<file path="src/rtl/bin_to_bcd_2digit_if.sv">
// Binary-in / two-BCD-digits-out bundle between the clock counters and the display path.
// The master drives the binary count; the slave returns the registered tens and units digits.
interface bin_to_bcd_2digit_if #(
    parameter int BIN_W = 6
);
    logic [BIN_W-1:0] bin;
    logic [3:0]       left_digit;
    logic [3:0]       right_digit;

    modport master (
        output bin,
        input  left_digit,
        input  right_digit
    );

    modport slave (
        input  bin,
        output left_digit,
        output right_digit
    );
endinterface

</file>
<file path="src/rtl/bin_to_bcd_2digit.sv">
// Binary count to two BCD digits (tens/units) via shift-add-3, registered once on clk.
// Latency 1 clock, no backpressure: bin is sampled every edge; outputs come straight from flops.
module bin_to_bcd_2digit #(
    parameter int BIN_W  = 6,
    parameter int DIGITS = 2
) (
    input  logic                   clk,
    input  logic                   rst,
    bin_to_bcd_2digit_if.slave     bcd_if
);
    localparam int WORK_W = BIN_W + 4 * DIGITS;

    generate
        if (DIGITS != 2 || ((2 ** BIN_W) - 1) > 99) begin : g_bad_param
            $error("bin_to_bcd_2digit: BIN_W must fit in two decimal digits and DIGITS must be 2");
        end
    endgenerate

    logic [WORK_W-1:0] work;
    logic [3:0]        left_d;
    logic [3:0]        right_d;
    logic [3:0]        left_q;
    logic [3:0]        right_q;

    // Double dabble: the binary value sits in the low BIN_W bits and is shifted up
    // into the BCD field; any digit >= 5 is bumped by 3 before each shift.
    always_comb begin
        work = '0;
        work[BIN_W-1:0] = bcd_if.bin;
        for (int i = 0; i < BIN_W; i++) begin
            for (int d = 0; d < DIGITS; d++) begin
                if (work[BIN_W + 4*d +: 4] >= 4'd5) begin
                    work[BIN_W + 4*d +: 4] = work[BIN_W + 4*d +: 4] + 4'd3;
                end
            end
            work = work << 1;
        end
        right_d = work[BIN_W +: 4];
        left_d  = work[BIN_W + 4 +: 4];
    end

    always_ff @(posedge clk) begin
        if (rst) begin
            left_q  <= 4'd0;
            right_q <= 4'd0;
        end else begin
            left_q  <= left_d;
            right_q <= right_d;
        end
    end

    assign bcd_if.left_digit  = left_q;
    assign bcd_if.right_digit = right_q;
endmodule

</file>
<file path="src/flat_wrapper.sv">
// flat-port wrapper written by rule: the top's interface ports become plain ports
module bin_to_bcd_2digit_flat 
#(
    parameter int BIN_W  = 6,
    parameter int DIGITS = 2
)
  (clk, rst, bcd_if_bin, bcd_if_left_digit, bcd_if_right_digit);
  bin_to_bcd_2digit_if #(.BIN_W(BIN_W)) bcd_if_i ();
  input  logic clk;
  input  logic rst;
  input wire logic [$bits(bcd_if_i.bin)-1:0] bcd_if_bin;
  output wire logic [$bits(bcd_if_i.left_digit)-1:0] bcd_if_left_digit;
  output wire logic [$bits(bcd_if_i.right_digit)-1:0] bcd_if_right_digit;
  assign bcd_if_i.bin = bcd_if_bin;
  assign bcd_if_left_digit = bcd_if_i.left_digit;
  assign bcd_if_right_digit = bcd_if_i.right_digit;
  bin_to_bcd_2digit #(.BIN_W(BIN_W), .DIGITS(DIGITS)) u_core (.clk(clk), .rst(rst), .bcd_if(bcd_if_i));
endmodule
</file>
<file path="config.mk">
export PLATFORM = sky130hd
export DESIGN_NAME = bin_to_bcd_2digit_flat
export DESIGN_NICKNAME = d
export VERILOG_FILES = /design/src/rtl/bin_to_bcd_2digit_if.sv /design/src/rtl/bin_to_bcd_2digit.sv /design/src/flat_wrapper.sv
export SDC_FILE = /design/constraint.sdc
export NUM_CORES = 1
export LEC_CHECK = 0
export ABC_AREA = 0
export CAP_MARGIN = 30
export CORE_AREA = 2 2 39 41
export CTS_CLUSTER_SIZE = 30
export DETAILED_ROUTE_END_ITERATION = 10
export DIE_AREA = 0 0 41 43
export GPL_TIMING_DRIVEN = 1
export PLACE_DENSITY = 0.74
export SLEW_MARGIN = 20
export SYNTH_ARGS = -nofsm -noshare
export SYNTH_HDL_FRONTEND = slang
export SYNTH_SLANG_ARGS = --single-unit
</file>
<file path="constraint.sdc">
create_clock -name clk -period 3.32 [get_ports clk]
set_input_delay 0.664 -clock clk [delete_from_list [all_inputs] [get_ports clk]]
set_output_delay 0.664 -clock clk [all_outputs]
set_load 0.005 [all_outputs]
</file>
==> results.txt <==
run status: complete, no violations
# Post-CTS Setup Buffers: 0
worst-path fanout max: 6
CTS buffer count: 3
met2 Resource Use GR: 22.50%
quantity of gates resized following cts: 0
Min-Delay Path Class: input pin to register
Period minus WS final: 3.012 ns
floorplan row count: 14
crit path kind: input pin to register
global-route congestion overflow total: 0
kind of capture point of the worst setup path: register
via count of the first global-routing pass: 453
number of violations reported at the end of detailed-routing iteration 0: 9
Seq/Total Area, Yosys: 25.81%
category of the worst setup path launch point: input pin
arrival time of data at the critical path endpoint: 3.20 ns
cell type with the highest aggregate area in the netlist: sky130_fd_sc_hd__dfxtp_1
setup repair after global routing missed its margin: false
hold_sp: bcd_if_bin[0]
achievable frequency: 332.0 MHz
total wirelength of the detailed-routed design: 1049 um
share of the synthesized area in the top cell type: 25.81%
number of vias per cell: 5.324
worst hold-check slack: 0.9761 ns
Critical Path Source: bcd_if_bin[4]
Filler Cells Inserted: 149
post-CTS clock slew at the launch and capture registers of the worst setup and hold paths: 0.05 ns
power per cell area: 365.1 mW/mm^2
library cells used by synthesis: 34
data required time at the worst endpoint: 3.50 ns
Setup Total Neg Slack: 0 ns
share of cells above drive strength 1: 12.79%
GRT Util Overall: 14.26%
main area contributors after synthesis: sky130_fd_sc_hd__dfxtp_1 26%, sky130_fd_sc_hd__ha_1 9.2%, sky130_fd_sc_hd__buf_6 4.1%
final max-slew violation count: 0
Placer Congestion: 0.8138
TritonCTS clock tree: yes
number of non-filler instances in the completed layout: 102
final setup violation count: 0
Hold-fix buffers, CTS: 0
height of the die: 43 um
die footprint: 0.001763 mm^2
Post-synth EDFFs: 0
Post-synth top flop: sky130_fd_sc_hd__dfxtp_1
Most Crowded Layer GR: met2
number of antenna diodes: 0
length of the first detailed-routing pass in iterations: 4
Area Overhead vs Synth: 35.71%
Post-Syn Nets: 78
detailed-placement wirelength estimate: 863.6 um
floorplan die width: 41 um
final number of hold-violating endpoints: 0
instance count of the mapped netlist: 66
cell leakage power: 0.3102 nW
Top-Level Pins: 16
count of H-tree levels built during CTS: 1
port buffer count: 14
Final period util: 90.73%
share of flip-flops with an asynchronous set or reset after synthesis: 0%
number of routed nets with antenna violations: 0
Avg Synthesized Cell Area: 8.228 um^2
Max-Cap Viols: 0
total via count after detailed routing: 543
nets@finish: 99
WL/cell: 10.28 um
wire length of the first global-routing pass: 1690 um
drt drc: 0
met3 demand-to-capacity share in global routing: 2.094%
met1 usage: 14.79%
starting density of the core: 39.24%
dpl cells: 98
largest net degree at the start of global routing: 10
maximum clock insertion buffer count: 2
CTS sink count: 7
count of synthesis-stage warnings from yosys: 0
clock root buffer master: sky130_fd_sc_hd__clkbuf_4
Core Region: 0.001384 mm^2
initial antenna violation count: 0
flip-flop and latch count after synthesis: 7
power after layout: 269.1 uW
synthesized area: 543.0 um^2
VDD IR max: 0.1121 mV
## stage by stage
stage | setup slack, ns | utilization [%] | cell area [um^2]
final | 0.3078 | 53.25 | 737.0
after global placement | 0.09162 | 51.36 | 710.7
after detailed placement | 0.03301 | 51.36 | 710.7
after floorplan | 0.4652 | - | 543.0
after global routing | 0.1314 | 53.25 | 737.0
after CTS | 0.2918 | 53.25 | 737.0
## Yosys cell counts, types with 2 or more instances
cell type,count
sky130_fd_sc_hd__a21oi_1,2
sky130_fd_sc_hd__o21ai_0,4
sky130_fd_sc_hd__buf_6,2
sky130_fd_sc_hd__dfxtp_1,7
sky130_fd_sc_hd__nand2_1,5
sky130_fd_sc_hd__ha_1,4
sky130_fd_sc_hd__inv_1,4
sky130_fd_sc_hd__mux2i_1,2
sky130_fd_sc_hd__nor2_1,3
sky130_fd_sc_hd__or2_2,2
sky130_fd_sc_hd__o21bai_1,2
sky130_fd_sc_hd__nand2b_1,3
sky130_fd_sc_hd__a31oi_1,2
sky130_fd_sc_hd__xnor2_1,2
sky130_fd_sc_hd__nand3_1,3
## cell usage in the layout (no fill, tap or decap), types with 3 or more instances in the layout
cell / Yosys / routed
sky130_fd_sc_hd__o21ai_0: 4 / 4
sky130_fd_sc_hd__clkbuf_4: 0 / 3
sky130_fd_sc_hd__buf_4: 1 / 5
sky130_fd_sc_hd__nand2_1: 5 / 5
sky130_fd_sc_hd__inv_1: 4 / 4
sky130_fd_sc_hd__dfxtp_1: 7 / 7
sky130_fd_sc_hd__nor2_1: 3 / 3
sky130_fd_sc_hd__ha_1: 4 / 4
sky130_fd_sc_hd__nand3_1: 3 / 3
sky130_fd_sc_hd__clkdlybuf4s50_1: 0 / 14
sky130_fd_sc_hd__nand2b_1: 3 / 3
## layout make-up
class                   count  area (um^2)  share of cell area, %
multi-input cells          52        357.8                  48.56
repair buffers             19        177.7                  24.11
flip-flops and latches      7        140.1                  19.02
clock buffers               4        26.28                  3.565
well taps                  16        20.02                  2.716
inverters                   4        15.01                  2.037
## path summary, 6_finish.rpt
| path | to | slack [ns] | cells past startpoint |
|---|---|---|---|
| setup / recovery | u_core.bcd_if.right_digit[3] | 0.31 | 11 |
| hold / removal | u_core.bcd_if.right_digit[0] | 0.98 | 2 |
## layer usage
| metal | up-vias | part of all wire [%] |
|---|---|---|
| met1 | 236 | 39 |
| li1 | 276 | - |
| met4 | 0 | 3.4 |
| met5 | - | 0 |
| met2 | 26 | 51 |
| met3 | 5 | 6.4 |
## cells by family after synthesis
kind of cell               after synthesis  synth area share, %
AOI/OAI and AO/OA                       18                22.58
xor gates and xnor gates                 2                3.226
adders and majority gates                4                9.217
buffers and inverters                    7                8.294
DFF                                      7                25.81
muxes                                    2                3.687
other                                    1               0.6906
and+or+nand+nor                         25                26.50
## worst max-delay path, cell delays in order
cell and delay (ns):
sky130_fd_sc_hd__clkdlybuf4s50_1 0.47, sky130_fd_sc_hd__inv_1 0.06, sky130_fd_sc_hd__ha_1 0.19, sky130_fd_sc_hd__o21ai_0 0.20, sky130_fd_sc_hd__xnor2_1 0.17, sky130_fd_sc_hd__ha_1 0.22, sky130_fd_sc_hd__nand2b_1 0.13, sky130_fd_sc_hd__a311o_1 0.37
sky130_fd_sc_hd__and4_4 0.20, sky130_fd_sc_hd__or4_1 0.46, sky130_fd_sc_hd__o21ai_1 0.08
## power by group
group	total [mW]	internal (mW)	leakage [nW]	switching, mW
logic	0.0995	0.0556	0.237	0.0439
clock network	0.0750	0.0457	0.0150	0.0292
registers	0.0946	0.0929	0.0579	0.00174
## registers in the layout, summed over array words and instances, names as in the netlist
register / flops
u_core.bcd_if.left_digit: 3
u_core.bcd_if.right_digit: 4
Power figures use the tool's default switching activity.
